$ cat src/rtl/ps2_key_display_pkg.sv
// Shared constants for the PS/2 key display: scan prefixes and the
// active-low hex seven-segment table.
package ps2_key_display_pkg;

  localparam logic [7:0] BREAK = 8'hF0;
  localparam logic [7:0] EXT   = 8'hE0;

  // Index 0 is the rightmost entry; segments are {g,f,e,d,c,b,a}.
  localparam logic [15:0][6:0] SEG_TABLE = {
    7'h0E, 7'h06, 7'h21, 7'h46,
    7'h03, 7'h08, 7'h10, 7'h00,
    7'h78, 7'h02, 7'h12, 7'h19,
    7'h30, 7'h24, 7'h79, 7'h40
  };

  localparam logic [6:0] SEG_OFF = 7'h7F;

endpackage

$ cat src/rtl/ps2_key_display_hex_seg7.sv
// One hex digit to active-low seven segments, blanked when disabled.
module hex_seg7
  import ps2_key_display_pkg::*;
(
  input  logic [3:0] value,
  input  logic       en,
  output logic [6:0] seg
);

  assign seg = en ? SEG_TABLE[value] : SEG_OFF;

endmodule

$ cat src/rtl/ps2_key_display.sv
// PS/2 device-to-host receiver with make/break tracking and a
// two-digit hex seven-segment readout of the held key.
module ps2_key_display
  import ps2_key_display_pkg::*;
#(
  parameter int TIMEOUT_CYCLES = 50000
) (
  input  logic       clk,
  input  logic       rst,
  input  logic       ps2_clk,
  input  logic       ps2_data,
  output logic [7:0] code,
  output logic       key_down,
  output logic       frame_err,
  output logic [6:0] seg_lo,
  output logic [6:0] seg_hi
);

  localparam int TW = $clog2(TIMEOUT_CYCLES + 1);

  logic [2:0]    clk_sync;
  logic [1:0]    dat_sync;
  logic          fall;
  logic [3:0]    bit_cnt;
  logic [9:0]    shreg;
  logic [10:0]   frame;
  logic          last;
  logic          frame_ok;
  logic [7:0]    rx_byte;
  logic          brk;
  logic [TW-1:0] idle_cnt;

  assign fall     = clk_sync[2] & ~clk_sync[1];
  assign frame    = {dat_sync[1], shreg};
  assign last     = fall && (bit_cnt == 4'd10);
  assign rx_byte  = frame[8:1];
  assign frame_ok = ~frame[0] & frame[10] & (^frame[9:1]);

  always_ff @(posedge clk or posedge rst) begin
    if (rst) begin
      clk_sync <= 3'b111;
      dat_sync <= 2'b11;
    end else begin
      clk_sync <= {clk_sync[1:0], ps2_clk};
      dat_sync <= {dat_sync[0], ps2_data};
    end
  end

  // A completing frame takes priority over the idle timeout.
  always_ff @(posedge clk or posedge rst) begin
    if (rst) begin
      bit_cnt  <= '0;
      shreg    <= '0;
      idle_cnt <= '0;
    end else if (fall) begin
      idle_cnt <= '0;
      shreg    <= {dat_sync[1], shreg[9:1]};
      bit_cnt  <= last ? 4'd0 : bit_cnt + 4'd1;
    end else if (bit_cnt == 4'd0) begin
      idle_cnt <= '0;
    end else if (idle_cnt == TW'(TIMEOUT_CYCLES - 1)) begin
      idle_cnt <= '0;
      bit_cnt  <= '0;
    end else begin
      idle_cnt <= idle_cnt + 1'b1;
    end
  end

  always_ff @(posedge clk or posedge rst) begin
    if (rst) begin
      code      <= '0;
      key_down  <= 1'b0;
      brk       <= 1'b0;
      frame_err <= 1'b0;
    end else begin
      frame_err <= 1'b0;
      if (last) begin
        if (!frame_ok) begin
          frame_err <= 1'b1;
        end else if (rx_byte == BREAK) begin
          brk <= 1'b1;
        end else if (rx_byte == EXT) begin
          brk <= brk;
        end else if (brk) begin
          if (rx_byte == code) key_down <= 1'b0;
          brk <= 1'b0;
        end else begin
          code     <= rx_byte;
          key_down <= 1'b1;
        end
      end
    end
  end

  hex_seg7 u_seg_lo (
    .value (code[3:0]),
    .en    (key_down),
    .seg   (seg_lo)
  );

  hex_seg7 u_seg_hi (
    .value (code[7:4]),
    .en    (key_down),
    .seg   (seg_hi)
  );

endmodule

$ cat config.mk
export PLATFORM = sky130hd
export DESIGN_NAME = ps2_key_display
export DESIGN_NICKNAME = d
export VERILOG_FILES = /design/src/rtl/ps2_key_display_pkg.sv /design/src/rtl/ps2_key_display_hex_seg7.sv /design/src/rtl/ps2_key_display.sv
export SDC_FILE = /design/constraint.sdc
export NUM_CORES = 1
export LEC_CHECK = 0
export BUFFER_PORTS_ARGS = -buffer_cell sky130_fd_sc_hd__buf_2
export CORE_MARGIN = 3
export CORE_UTILIZATION = 50
export CTS_BUF_LIST = sky130_fd_sc_hd__clkbuf_16
export CTS_CLUSTER_DIAMETER = 120
export CTS_CLUSTER_SIZE = 30
export DETAILED_ROUTE_END_ITERATION = 6
export HOLD_SLACK_MARGIN = 0.03
export PLACE_DENSITY = 0.73
export SYNTH_ARGS = -nofsm -noshare
export SYNTH_HDL_FRONTEND = slang
export SYNTH_SLANG_ARGS = --single-unit
$ cat constraint.sdc
create_clock -name clk -period 2.7 [get_ports clk]
set_input_delay 0.54 -clock clk [delete_from_list [all_inputs] [get_ports clk]]
set_output_delay 0.54 -clock clk [all_outputs]
set_load 0.01 [all_outputs]
==> summary.md <==
| Metric | Value |
|---|---|
| Status | `complete, no violations` |
| Fillers | `454` |
| Cell family with most CP delay | `simple AND/OR/NAND/NOR gates` |
| Vias in the first global route | `1954` |
| Post-CTS setup buffers | `0` |
| Post-synthesis adder-cell area fraction | `0.0974` |
| Critical Path End Type | `flip-flop` |
| Final setup fails | `0` |
| Hold crit path type | `reg2reg` |
| Most frequent cells in the layout | `dfrtp_1 (41), nand2_1 (36), buf_2 (27)` |
| Post-place setup slack | `140 ps` |
| Std-Cell Rows | `26` |
| Core Region | `5170 µm²` |
| HPWL after DPL | `3.51 mm` |
| Mapped cell area | `2700 µm²` |
| Diodes inserted | `0` |
| Resize count post-CTS | `0` |
| Via count | `1968` |
| Initial antenna violation count | `0` |
| Routed len/inst | `13.3 µm` |
| Met2 wire len | `2.43 mm` |
| Chip height | `79.5 µm` |
| Drt pass-1 iters | `4` |
| Max VDD drop | `0.445 mV` |
| Share of cells above drive strength 1 | `0.169` |
| Relative slew slack | `0.372` |
| Post-Place Cells | `364` |
| Tot Pwr | `1930 µW` |
| Simple-gate portion of the synthesized area | `0.180` |
| Final Critical Period | `2560 ps` |
| Final ANT Viol Nets | `0` |
| GRT Total Usage | `0.171` |
| Top layer in use | `met4` |
| CP max stage delay | `730 ps` |
| Post-synthesis sequential area ratio | `0.429` |
| I/O pin total | `28` |
| Cell variety after synth | `41` |
| Clock buffer depth | `2` |
| Crit-path cells | `inv_1 -> ha_1 -> xnor3_1 -> xnor2_1 -> nand3b_1 -> or4b_1 -> mux2_4` |
| Setup_tns | `0 ps` |
| Placed instance area | `2900 µm²` |
| Clock sinks | `46` |
| M1 wire length | `2.30 mm` |
| Maximum clock rate | `390 MHz` |
| TritonCTS Buffers | `5` |
| Period utilisation layout | `0.950` |
| Largest family of logic cells by synthesized area | `simple AND/OR/NAND/NOR gates` |
| Buffers added on ports | `27` |
| Slowest stage cell, crit path | `or4b_1` |
| Final worst slack | `136 ps` |
| Post-synthesis mux area share | `0.0686` |
| XOR/XNOR Fraction of Synth Area | `0.0895` |
| Yosys warning count | `0` |
| CTS Hold Bufs | `0` |
| Crit start category | `flip-flop` |
| Detail Route met3 WL | `182 µm` |
| CP arrival | `2730 ps` |
| Total Wirelength | `4.96 mm` |
| Root Driver | `clkbuf_16` |
| Pwr dens | `635 nW/µm²` |
| Slew Limit Fails | `0` |
| DRC errors left | `0` |
| Crit path kind | `reg2reg` |
| Buf/Inv on CP | `1` |
| Worst-margin pin slew | `940 ps` |
| Syn Nets | `301` |
| Fin nets | `326` |
| Yosys reg bits | `46` |
| Initial Util | `0.522` |
| Max Fanout on Critical Path | `9` |
| Synth Area in Compound Gates | `0.0913` |
| RSZ-0062 raised after global routing | `no` |
| Vias per cell | `5.29` |
| Final Skew | `4.43 ps` |
| P_leak | `0.00143 µW` |
| Clock latency on the worst-skew pair | `280 ps` |
| Die ar. | `6320 µm²` |
| Worst-path clk slew | `60 ps` |
| Commonest non-fill, non-tap cell in the layout | `dfrtp_1` |
| CTS tree | `built` |
| Placer Congestion | `0.828` |
| First-pass GRT wire length | `8.73 mm` |
| Post-Layout Cell Count | `372` |
| GRT overflow | `0` |
| Pin count of the biggest net entering global routing | `47` |
| Die width | `79.5 µm` |
| Layout area overhead | `12.7%` |
| Average size of a mapped cell | `9.78 µm²` |
| Final Hold Viols | `0` |
| H-tree depth | `2` |
| Max-cap violation count | `0` |
| Design Area, Final | `3040 µm²` |
| DRT iter0 DRCs | `94` |
| Gate Count Post-Synth | `276` |
| Req. time, crit path | `2870 ps` |
-- routing by layer --
| layer | vias to the layer above | track usage |
|---|---|---|
| met1 | 934 | 0.219 |
| met5 | - | 0 |
| met2 | 37 | 0.293 |
| li1 | 993 | - |
| met3 | 4 | 0.0339 |
| met4 | 0 | 0.0481 |
-- Yosys cell counts --
| library cell | n | share of area |
|---|---|---|
| nand4_1 | 2 | 0.0046 |
| nand3_1 | 13 | 0.024 |
| o21ai_0 | 15 | 0.028 |
| o21a_1 | 2 | 0.0056 |
| a21boi_0 | 1 | 0.0028 |
| a41oi_1 | 1 | 0.0032 |
| and3_1 | 7 | 0.016 |
| nor2b_1 | 4 | 0.0093 |
| xnor2_1 | 10 | 0.032 |
| o211ai_1 | 8 | 0.022 |
| nor2_1 | 24 | 0.033 |
| o221ai_1 | 1 | 0.0032 |
| clkbuf_1 | 12 | 0.017 |
| ha_1 | 21 | 0.097 |
| nand2b_1 | 4 | 0.0093 |
| o311ai_0 | 2 | 0.0065 |
| a32o_1 | 1 | 0.0037 |
| buf_1 | 1 | 0.0014 |
| nand2_1 | 36 | 0.050 |
| or4b_1 | 1 | 0.0037 |
| nor3b_1 | 1 | 0.0028 |
| xor2_1 | 15 | 0.049 |
| a22o_1 | 1 | 0.0032 |
| mux4_2 | 1 | 0.0083 |
| nand3b_1 | 2 | 0.0056 |
| and4_1 | 2 | 0.0065 |
| mux2i_1 | 8 | 0.030 |
| o31a_1 | 1 | 0.0032 |
| dfstp_2 | 5 | 0.049 |
| a21oi_1 | 2 | 0.0037 |
| a211o_1 | 1 | 0.0032 |
| nand4bb_1 | 1 | 0.0042 |
| xnor3_1 | 1 | 0.0083 |
| nor4b_1 | 1 | 0.0032 |
| nor4_1 | 3 | 0.0070 |
| o31ai_1 | 1 | 0.0028 |
| mux2_2 | 2 | 0.0083 |
| inv_1 | 16 | 0.022 |
| buf_6 | 1 | 0.0042 |
| mux2_4 | 4 | 0.022 |
| dfrtp_1 | 41 | 0.38 |
-- worst reg2reg max path, stage by stage (launching register included) --
cell      delay [ps]
dfrtp_1          360
inv_1             70
ha_1             310
xnor3_1          350
xnor2_1          150
nand3b_1         110
or4b_1           730
mux2_4           380
-- state kept, by name (all words and copies together), names as in the netlist --
register / count
idle_cnt: 16
shreg: 10
code: 8
bit_cnt: 4
clk_sync: 3
dat_sync: 2
brk: 1
frame_err: 1
key_down: 1
-- cells by family after synthesis --
family                   after synthesis
AO/OA/AOI/OAI                         37
XOR/XNOR                              26
adder cells (fa/ha/maj)               21
buffers and inverters                 30
flip-flops                            46
multiplexers                          15
AND/OR/NAND/NOR                      101
-- power breakdown --
part	leakage, µW	switching (µW)	total (µW)	internal (µW)
registers	0.000610	97.4	868	770
logic	0.000754	252	486	235
clock network	0.0000689	240	578	338
total	0.00143	589	1930	1340
-- metrics by stage --
step,util,hold slack (ps)
finish,0.588,355
global route,0.588,342
CTS,0.588,349
detailed placement,0.560,347
global placement,0.560,346
floorplan,-,345
-- cell type report --
| type | count | area (µm²) | area share |
|---|---|---|---|
| Tap cell | 70 | 87.6 | 0.0288 |
| Clock buffer | 5 | 125 | 0.0412 |
| Clock inverter | 3 | 16.3 | 0.00535 |
| Multi-Input combinational cell | 200 | 1420 | 0.467 |
| Sequential cell | 46 | 1160 | 0.381 |
| Inverter | 16 | 60.1 | 0.0198 |
| Timing Repair Buffer | 32 | 173 | 0.0568 |
-- worst paths after layout --
kind	end	slack, ps	cells after the start	start
max in group asynchronous	bit_cnt[2]	1650	2	rst
setup / recovery	code[7]	140	7	shreg[5]
min in group asynchronous	shreg[2]	470	2	rst
setup reg to reg	code[7]	140	7	shreg[5]
hold / removal	dat_sync[1]	360	0	dat_sync[0]
hold reg to reg	dat_sync[1]	360	0	dat_sync[0]
Power figures use the tool's default switching activity.
